File: src/rtl/seq_alu.sv
// Sequential MIPS-style ALU: single-cycle integer ops plus multi-cycle
// shift-add multiply and restoring divide, both writing the HI/LO pair.
module seq_alu #(
  parameter int DATA_W     = 32,
  parameter bit SIGNED_DIV = 1'b1
) (
  input  logic              clk,
  input  logic              rst_n,
  input  logic              in_valid,
  output logic              in_ready,
  input  logic [31:0]       instruction,
  input  logic [DATA_W-1:0] reg_a,
  input  logic [DATA_W-1:0] reg_b,
  output logic              out_valid,
  input  logic              out_ready,
  output logic [DATA_W-1:0] result,
  output logic [2:0]        flags,
  output logic [DATA_W-1:0] hi,
  output logic [DATA_W-1:0] lo,
  output logic              busy
);
  localparam int SH_W  = $clog2(DATA_W);
  localparam int CNT_W = $clog2(DATA_W + 1);
  localparam logic [DATA_W-1:0] MIN_VAL = {1'b1, {(DATA_W-1){1'b0}}};

  typedef enum logic [1:0] {S_IDLE, S_MUL, S_DIV, S_HOLD} state_t;

  state_t             state_q, state_d;
  logic               out_valid_q, out_valid_d;
  logic [DATA_W-1:0]  result_q, result_d;
  logic [2:0]         flags_q, flags_d;
  logic [DATA_W-1:0]  hi_q, hi_d, lo_q, lo_d;
  logic [CNT_W-1:0]   cnt_q, cnt_d;
  logic [DATA_W-1:0]  acc_q, acc_d, wrk_q, wrk_d, opnd_q, opnd_d, a_q, a_d;
  logic               neg_q, neg_d, rneg_q, rneg_d, dz_q, dz_d, ovf_q, ovf_d;

  logic [5:0]         opcode, funct, shamt_ext;
  logic [SH_W-1:0]    sh_imm, sh_var;
  logic [DATA_W-1:0]  imm_s, imm_z, sum_ab, diff_ab, sum_ai;
  logic [DATA_W-1:0]  sc_res, a_mag, b_mag;
  logic               sc_ov, sc_ok, is_mul, is_div, md_signed, a_neg, b_neg, accept;
  logic [DATA_W:0]    mul_sum, div_shift, div_diff;
  logic [2*DATA_W-1:0] prod_fin;
  logic [DATA_W-1:0]  q_fin, r_fin;
  logic               unused_ok;

  assign opcode    = instruction[31:26];
  assign funct     = instruction[5:0];
  assign shamt_ext = {1'b0, instruction[10:6]};
  assign sh_imm    = shamt_ext[SH_W-1:0];
  assign sh_var    = reg_a[SH_W-1:0];
  assign imm_s     = {{(DATA_W-16){instruction[15]}}, instruction[15:0]};
  assign imm_z     = {{(DATA_W-16){1'b0}}, instruction[15:0]};
  assign sum_ab    = reg_a + reg_b;
  assign diff_ab   = reg_a - reg_b;
  assign sum_ai    = reg_a + imm_s;
  assign unused_ok = ^{instruction[25:16], shamt_ext};

  assign in_ready  = rst_n && (state_q == S_IDLE) && !out_valid_q;
  assign accept    = in_valid && in_ready;
  assign out_valid = out_valid_q;
  assign result    = result_q;
  assign flags     = flags_q;
  assign hi        = hi_q;
  assign lo        = lo_q;
  assign busy      = (state_q == S_MUL) || (state_q == S_DIV);

  // Multiply/divide run on magnitudes; signs are reapplied when finishing.
  assign a_neg = md_signed && reg_a[DATA_W-1];
  assign b_neg = md_signed && reg_b[DATA_W-1];
  assign a_mag = a_neg ? -reg_a : reg_a;
  assign b_mag = b_neg ? -reg_b : reg_b;

  assign mul_sum   = {1'b0, acc_q} + (wrk_q[0] ? {1'b0, opnd_q} : '0);
  assign div_shift = {acc_q, wrk_q[DATA_W-1]};
  assign div_diff  = div_shift - {1'b0, opnd_q};
  assign prod_fin  = neg_q ? -{acc_q, wrk_q} : {acc_q, wrk_q};
  assign q_fin     = dz_q ? '1 : (ovf_q ? MIN_VAL : (neg_q ? -wrk_q : wrk_q));
  assign r_fin     = dz_q ? a_q : (ovf_q ? '0 : (rneg_q ? -acc_q : acc_q));

  always_comb begin
    sc_res    = '0;
    sc_ov     = 1'b0;
    sc_ok     = 1'b1;
    is_mul    = 1'b0;
    is_div    = 1'b0;
    md_signed = 1'b0;
    if (opcode == 6'h00) begin
      case (funct)
        6'h00: sc_res = reg_b << sh_imm;
        6'h02: sc_res = reg_b >> sh_imm;
        6'h03: sc_res = $signed(reg_b) >>> sh_imm;
        6'h04: sc_res = reg_b << sh_var;
        6'h06: sc_res = reg_b >> sh_var;
        6'h07: sc_res = $signed(reg_b) >>> sh_var;
        6'h10: sc_res = hi_q;
        6'h12: sc_res = lo_q;
        6'h18: begin is_mul = 1'b1; md_signed = 1'b1; end
        6'h19: is_mul = 1'b1;
        6'h1A: begin is_div = 1'b1; md_signed = SIGNED_DIV; end
        6'h1B: is_div = 1'b1;
        6'h20: begin
          sc_res = sum_ab;
          sc_ov  = (reg_a[DATA_W-1] == reg_b[DATA_W-1]) && (sum_ab[DATA_W-1] != reg_a[DATA_W-1]);
        end
        6'h21: sc_res = sum_ab;
        6'h22: begin
          sc_res = diff_ab;
          sc_ov  = (reg_a[DATA_W-1] != reg_b[DATA_W-1]) && (diff_ab[DATA_W-1] != reg_a[DATA_W-1]);
        end
        6'h23: sc_res = diff_ab;
        6'h24: sc_res = reg_a & reg_b;
        6'h25: sc_res = reg_a | reg_b;
        6'h26: sc_res = reg_a ^ reg_b;
        6'h27: sc_res = ~(reg_a | reg_b);
        6'h2A: sc_res = {{(DATA_W-1){1'b0}}, $signed(reg_a) < $signed(reg_b)};
        6'h2B: sc_res = {{(DATA_W-1){1'b0}}, reg_a < reg_b};
        default: sc_ok = 1'b0;
      endcase
    end else begin
      case (opcode)
        6'h08: begin
          sc_res = sum_ai;
          sc_ov  = (reg_a[DATA_W-1] == imm_s[DATA_W-1]) && (sum_ai[DATA_W-1] != reg_a[DATA_W-1]);
        end
        6'h09, 6'h23, 6'h2B: sc_res = sum_ai;
        6'h0A: sc_res = {{(DATA_W-1){1'b0}}, $signed(reg_a) < $signed(imm_s)};
        6'h0B: sc_res = {{(DATA_W-1){1'b0}}, reg_a < imm_s};
        6'h0C: sc_res = reg_a & imm_z;
        6'h0D: sc_res = reg_a | imm_z;
        6'h0E: sc_res = reg_a ^ imm_z;
        6'h04, 6'h05: sc_res = diff_ab;
        default: sc_ok = 1'b0;
      endcase
    end
  end

  always_comb begin
    state_d     = state_q;
    out_valid_d = out_valid_q;
    result_d    = result_q;
    flags_d     = flags_q;
    hi_d        = hi_q;
    lo_d        = lo_q;
    cnt_d       = cnt_q;
    acc_d       = acc_q;
    wrk_d       = wrk_q;
    opnd_d      = opnd_q;
    a_d         = a_q;
    neg_d       = neg_q;
    rneg_d      = rneg_q;
    dz_d        = dz_q;
    ovf_d       = ovf_q;
    case (state_q)
      S_IDLE: begin
        if (out_valid_q && out_ready) out_valid_d = 1'b0;
        if (accept) begin
          if (is_mul || is_div) begin
            state_d = is_mul ? S_MUL : S_DIV;
            cnt_d   = '0;
            acc_d   = '0;
            wrk_d   = a_mag;
            opnd_d  = b_mag;
            a_d     = reg_a;
            neg_d   = a_neg ^ b_neg;
            rneg_d  = a_neg;
            dz_d    = (reg_b == '0);
            ovf_d   = md_signed && (reg_a == MIN_VAL) && (reg_b == '1);
          end else begin
            out_valid_d = 1'b1;
            result_d    = sc_ok ? sc_res : '0;
            flags_d     = sc_ok ? {sc_res == '0, sc_res[DATA_W-1], sc_ov} : 3'b000;
          end
        end
      end
      S_MUL: begin
        if (cnt_q == CNT_W'(DATA_W)) begin
          state_d     = S_HOLD;
          out_valid_d = 1'b1;
          hi_d        = prod_fin[2*DATA_W-1:DATA_W];
          lo_d        = prod_fin[DATA_W-1:0];
          result_d    = prod_fin[DATA_W-1:0];
          flags_d     = {prod_fin == '0, prod_fin[2*DATA_W-1], 1'b0};
        end else begin
          cnt_d = cnt_q + 1'b1;
          acc_d = mul_sum[DATA_W:1];
          wrk_d = {mul_sum[0], wrk_q[DATA_W-1:1]};
        end
      end
      S_DIV: begin
        if (cnt_q == CNT_W'(DATA_W)) begin
          state_d     = S_HOLD;
          out_valid_d = 1'b1;
          hi_d        = r_fin;
          lo_d        = q_fin;
          result_d    = q_fin;
          flags_d     = {q_fin == '0, q_fin[DATA_W-1], dz_q || ovf_q};
        end else begin
          cnt_d = cnt_q + 1'b1;
          // Restoring step: keep the trial subtraction only when it stays non-negative.
          if (!div_diff[DATA_W]) begin
            acc_d = div_diff[DATA_W-1:0];
            wrk_d = {wrk_q[DATA_W-2:0], 1'b1};
          end else begin
            acc_d = div_shift[DATA_W-1:0];
            wrk_d = {wrk_q[DATA_W-2:0], 1'b0};
          end
        end
      end
      S_HOLD: begin
        if (out_ready) begin
          state_d     = S_IDLE;
          out_valid_d = 1'b0;
        end
      end
      default: state_d = S_IDLE;
    endcase
  end

  always_ff @(posedge clk) begin
    if (!rst_n) begin
      state_q     <= S_IDLE;
      out_valid_q <= 1'b0;
      result_q    <= '0;
      flags_q     <= 3'b000;
      hi_q        <= '0;
      lo_q        <= '0;
      cnt_q       <= '0;
      acc_q       <= '0;
      wrk_q       <= '0;
      opnd_q      <= '0;
      a_q         <= '0;
      neg_q       <= 1'b0;
      rneg_q      <= 1'b0;
      dz_q        <= 1'b0;
      ovf_q       <= 1'b0;
    end else begin
      state_q     <= state_d;
      out_valid_q <= out_valid_d;
      result_q    <= result_d;
      flags_q     <= flags_d;
      hi_q        <= hi_d;
      lo_q        <= lo_d;
      cnt_q       <= cnt_d;
      acc_q       <= acc_d;
      wrk_q       <= wrk_d;
      opnd_q      <= opnd_d;
      a_q         <= a_d;
      neg_q       <= neg_d;
      rneg_q      <= rneg_d;
      dz_q        <= dz_d;
      ovf_q       <= ovf_d;
    end
  end
endmodule

File: config.mk
export PLATFORM = sky130hd
export DESIGN_NAME = seq_alu
export DESIGN_NICKNAME = d
export VERILOG_FILES = /design/src/rtl/seq_alu.sv
export SDC_FILE = /design/constraint.sdc
export NUM_CORES = 2
export LEC_CHECK = 0
export ABC_CLOCK_PERIOD_IN_PS = 5860
export CELL_PAD_IN_SITES_DETAIL_PLACEMENT = 1
export CELL_PAD_IN_SITES_GLOBAL_PLACEMENT = 2
export CORE_MARGIN = 1.5
export CORE_UTILIZATION = 36
export CTS_CLUSTER_SIZE = 14
export DETAILED_ROUTE_END_ITERATION = 7
export PLACE_DENSITY = 0.82
export SETUP_SLACK_MARGIN = 0.5
export SYNTH_ARGS = -nofsm -noshare
export SYNTH_HDL_FRONTEND = slang
export SYNTH_SLANG_ARGS = --single-unit
File: constraint.sdc
create_clock -name clk -period 5.86 [get_ports clk]
set_input_delay 0.879 -clock clk [delete_from_list [all_inputs] [get_ports clk]]
set_output_delay 0.879 -clock clk [all_outputs]
set_load 0.05 [all_outputs]
==> results.json <==
{
  "status": "finished with violations",
  "violations": "design-rule violations",
  "ys_seq_area_share_pct": 13.63,
  "syn_area_sq_mm": 0.03524,
  "fin_area_sq_mm": 0.04290,
  "r2r_cells": 18,
  "initial_core_util_pct": 36.38,
  "drt-vias-per-instance": 6.665,
  "numCtsBuffers": 26,
  "period_minus_slack_ns": 5.292,
  "hold_viol": 0,
  "fin_nets": 5896,
  "setup_violations": 0,
  "firstDrtPassIters": 8,
  "fillCellCount": 12300,
  "via_count": 45560,
  "cts_root_buf": "clkbuf_16",
  "rows": 114,
  "syn_inst": 5138,
  "grt_max_degree": 77,
  "reg2reg_slack_ns": 0.87,
  "cp_data_arrival_time_ns": 5.83,
  "power_density_mw_per_mm2": 207.1,
  "min_to": "a_q[3]$_SDFFE_PN0P_",
  "routed_wl_um": 235900,
  "crit_top_cell": "buf_4",
  "grt_pass1_vias": 43560,
  "final_core_utilization_pct": 44.30,
  "worstPathMaxFanout": 22,
  "crit_chain": "clkdlybuf4s50_1 > or4b_4 > buf_4 > buf_4 > o21ai_4 > nand2_2 > a2111oi_0 > a221o_1 > o22ai_1 > a2111oi_0 > buf_4 > or3b_1 > a21oi_1 > nand4_1 > nor4_2 > buf_4 > nand4b_1 > o21ai_1",
  "coreArea_sq_mm": 0.09685,
  "cts_buffer_depth": 3,
  "path_delay_family": "compound AO/OA/AOI/OAI gates",
  "slowest_stage": "or4b_4",
  "drtIter0Drc": 5995,
  "drive_above_1_share_pct": 14.16,
  "p_int_mw": 4.422,
  "die_w_um": 315.9,
  "antenna_found_initial": 24,
  "synth.net_count": 5504,
  "worstMarginPinSlew_ns": 1.439,
  "end_kind": "register",
  "pwr-share-comb_pct": 56.1,
  "synth.distinct_cells": 102,
  "drc_errors": 26,
  "grt.total_usage_pct": 45.33,
  "slew_violations": 0,
  "reg2reg_from": "wrk_q[0]$_SDFFE_PN0P_",
  "cts.sinks": 240,
  "path_clk_slew_ns": 0.07,
  "hold_depth": 2,
  "htree_num_levels": 1,
  "max_stage_delay_ns": 0.63,
  "die_h_um": 315.9,
  "startpoint_type": "primary input",
  "setup_tns_ns": 0,
  "finalCritPeriodShare_pct": 90.31,
  "power_mw": 8.887,
  "io_pins": 202,
  "ant_nets": 0,
  "hpwl_um": 189300,
  "fmax_ghz": 0.1890,
  "grt_pass1_wl_um": 325800,
  "clock_latency_ns": 0.60,
  "hold_class": "reg -> reg",
  "crit_buf_inv": 5,
  "ys_ff_latch": 240,
  "slew_headroom_pct": 3.469,
  "maxCapViolations": 0,
  "yosysWarnings": 0,
  "grt_remaining_overflow": 0,
  "gp_congestion": 1.084,
  "placed_cell_area_sq_mm": 0.04186,
  "p_leak_nw": 16.87,
  "syn2layout_area_growth_pct": 21.75,
  "hold_path.startpoint": "a_q[3]$_SDFFE_PN0P_",
  "rsz0062_at_grt": "no",
  "synth_top_flop_cell": "dfxtp_1",
  "worst-endpoint-required_ns": 6.40,
  "power_frac_seq_pct": 23.6,
  "ir_drop_mv": 0.1863,
  "wire_per_inst_um": 34.52,
  "critPathKind": "in -> reg",
  "async_flop_share_pct": 0,
  "cts_tree": "done",
  "port_buffers": 191,
  "finClkSkew_ns": 0.04162,
  "reg2reg_to": "acc_q[31]$_SDFFE_PN0P_",
  "clkPwrFrac_pct": 20.3,
  "avgSynthCellArea_sq_um": 6.858,
  "p_sw_mw": 4.464,
  "p_sw_share_pct": 50.23,
  "die_area_sq_mm": 0.09977,
  "synth_edf_count": 0
}
## how the worst max path moves through the flow
stage / from / to / cells after the start
2_1_floorplan: reg_a[1] / flags[1]$_SDFFE_PN0P_ / 16
3_3_place_gp: instruction[2] / flags[2]$_SDFFE_PN0P_ / 20
3_5_place_dp: instruction[2] / flags[2]$_SDFFE_PN0P_ / 20
4_1_cts: instruction[2] / flags[2]$_SDFFE_PN0P_ / 20
5_1_grt: reg_b[0] / flags[2]$_SDFFE_PN0P_ / 20
6_report: instruction[2] / flags[2]$_SDFFE_PN0P_ / 18
## cell usage in the layout (no fill, tap or decap), types with 195 or more instances in the layout
cell | Yosys | final
dfxtp_1 | 240 | 238
inv_1 | 197 | 195
a211oi_1 | 214 | 213
ha_1 | 261 | 258
xnor2_1 | 229 | 228
nor2_1 | 514 | 505
o21ai_0 | 311 | 311
a21oi_1 | 431 | 430
nand2_1 | 547 | 546
buf_4 | 14 | 589
## stage by stage
stage / setup WS, ns / hold slack [ns] / instances
after floorplan: 1.093 / 0.4319 / 5138
after global placement: -0.4158 / 0.4426 / 6775
after detailed placement: -0.3796 / 0.4492 / 6775
after CTS: 0.5508 / 0.4584 / 6823
after global routing: 0.4915 / 0.4783 / 6826
final: 0.5676 / 0.4584 / 6835
## synthesized netlist by cell type, drive strengths merged, types with 54 or more instances
library cell  count  area share, %
a211oi          217            4.7
a21oi           433            6.2
a22oi           161            3.4
buf              93            1.4
clkbuf          339            3.6
dfxtp           240             14
ha              261            9.3
inv             197            2.1
mux2i           129            3.7
nand2           550            5.9
nand2b          122            2.2
nand3           111            1.6
nand4            63            1.1
nor2            521            5.6
nor3            109            1.7
nor4             54           0.99
o211ai           91            1.9
o21ai           342            4.9
o22ai            64            1.1
xnor2           229            5.7
xor2             74            1.8
## registers in the layout, summed over array words and instances, names as in the netlist
register and flops:
lo 32, dz_q 1, ovf_q 1, neg_q 1, result 32, opnd_q 32
out_valid 1, rneg_q 1, acc_q 32, flags 3, hi 32, wrk_q 32
a_q 32, state_q 2, cnt_q 6
## final cells by class
| cell class | instances | area (sq um) | area share (%) |
|---|---|---|---|
| timing repair buffer | 796 | 6649 | 15.50 |
| tap | 1276 | 1597 | 3.721 |
| sequential | 240 | 4807 | 11.21 |
| inverter | 201 | 759.5 | 1.770 |
| antenna | 9 | 22.52 | 0.05250 |
| clock buffer | 35 | 714.4 | 1.665 |
| multi-input combinational | 4265 | 28160 | 65.65 |
| clock inverter | 13 | 188.9 | 0.4404 |
## worst register-to-register path, cell delays in order (launching register included)
cell and delay [ns]:
dfxtp_1 0.45, clkinv_1 0.16, buf_4 0.21, nor2_1 0.09
fa_1 0.46, a21o_1 0.19, a21o_1 0.21, a2111oi_1 0.48
buf_4 0.19, o21ai_0 0.12, a31oi_2 0.31, o31ai_1 0.19
a41oi_1 0.41, a31oi_1 0.23, a211oi_2 0.30, o21ai_0 0.22
a211oi_1 0.28, nor2_1 0.08, a221o_1 0.26
## power by group through the flow
stage               Sequential (mW)  Combinational [mW]  Clock, mW
floorplan                      2.16                2.67          0
global placement               2.11                4.71          0
detailed placement             2.11                4.78          0
CTS                            2.08                4.81       1.82
global route                   2.11                5.19       1.86
finish                         2.10                4.98       1.81
## timing repair
item                                    in CTS  in global routing
hold endpoints to repair                     0                  0
resized for setup                            1                 16
endpoints found under the setup margin       1                  4
hold buffers                                 0                  0
setup buffers                                0                  3
pin swaps                                    0                  4
## metal layers
metal,wire length (um),track usage [%],up-vias,part of all wire (%)
met5,106,0,-,0.045
met3,22200,9.957,661,9.4
met2,101800,69.77,2452,43
met4,18190,30.22,16,7.7
li1,-,-,19760,-
met1,93660,56.64,22670,40
## kinds of logic (layout without fill, tap and decap cells)
family	count (synthesis)	count (layout)	synth area share [%]
AO/OA/AOI/OAI	1837	1837	34.98
AND/OR/NAND/NOR	1715	1715	22.82
buffers and inverters	633	1045	7.105
XOR/XNOR	303	303	7.531
adder cells (fa/ha/maj)	266	266	9.552
flip-flops	240	240	13.63
multiplexers	144	144	4.378
other	0	9	0
Note: power is estimated with default switching activity, not from simulation.
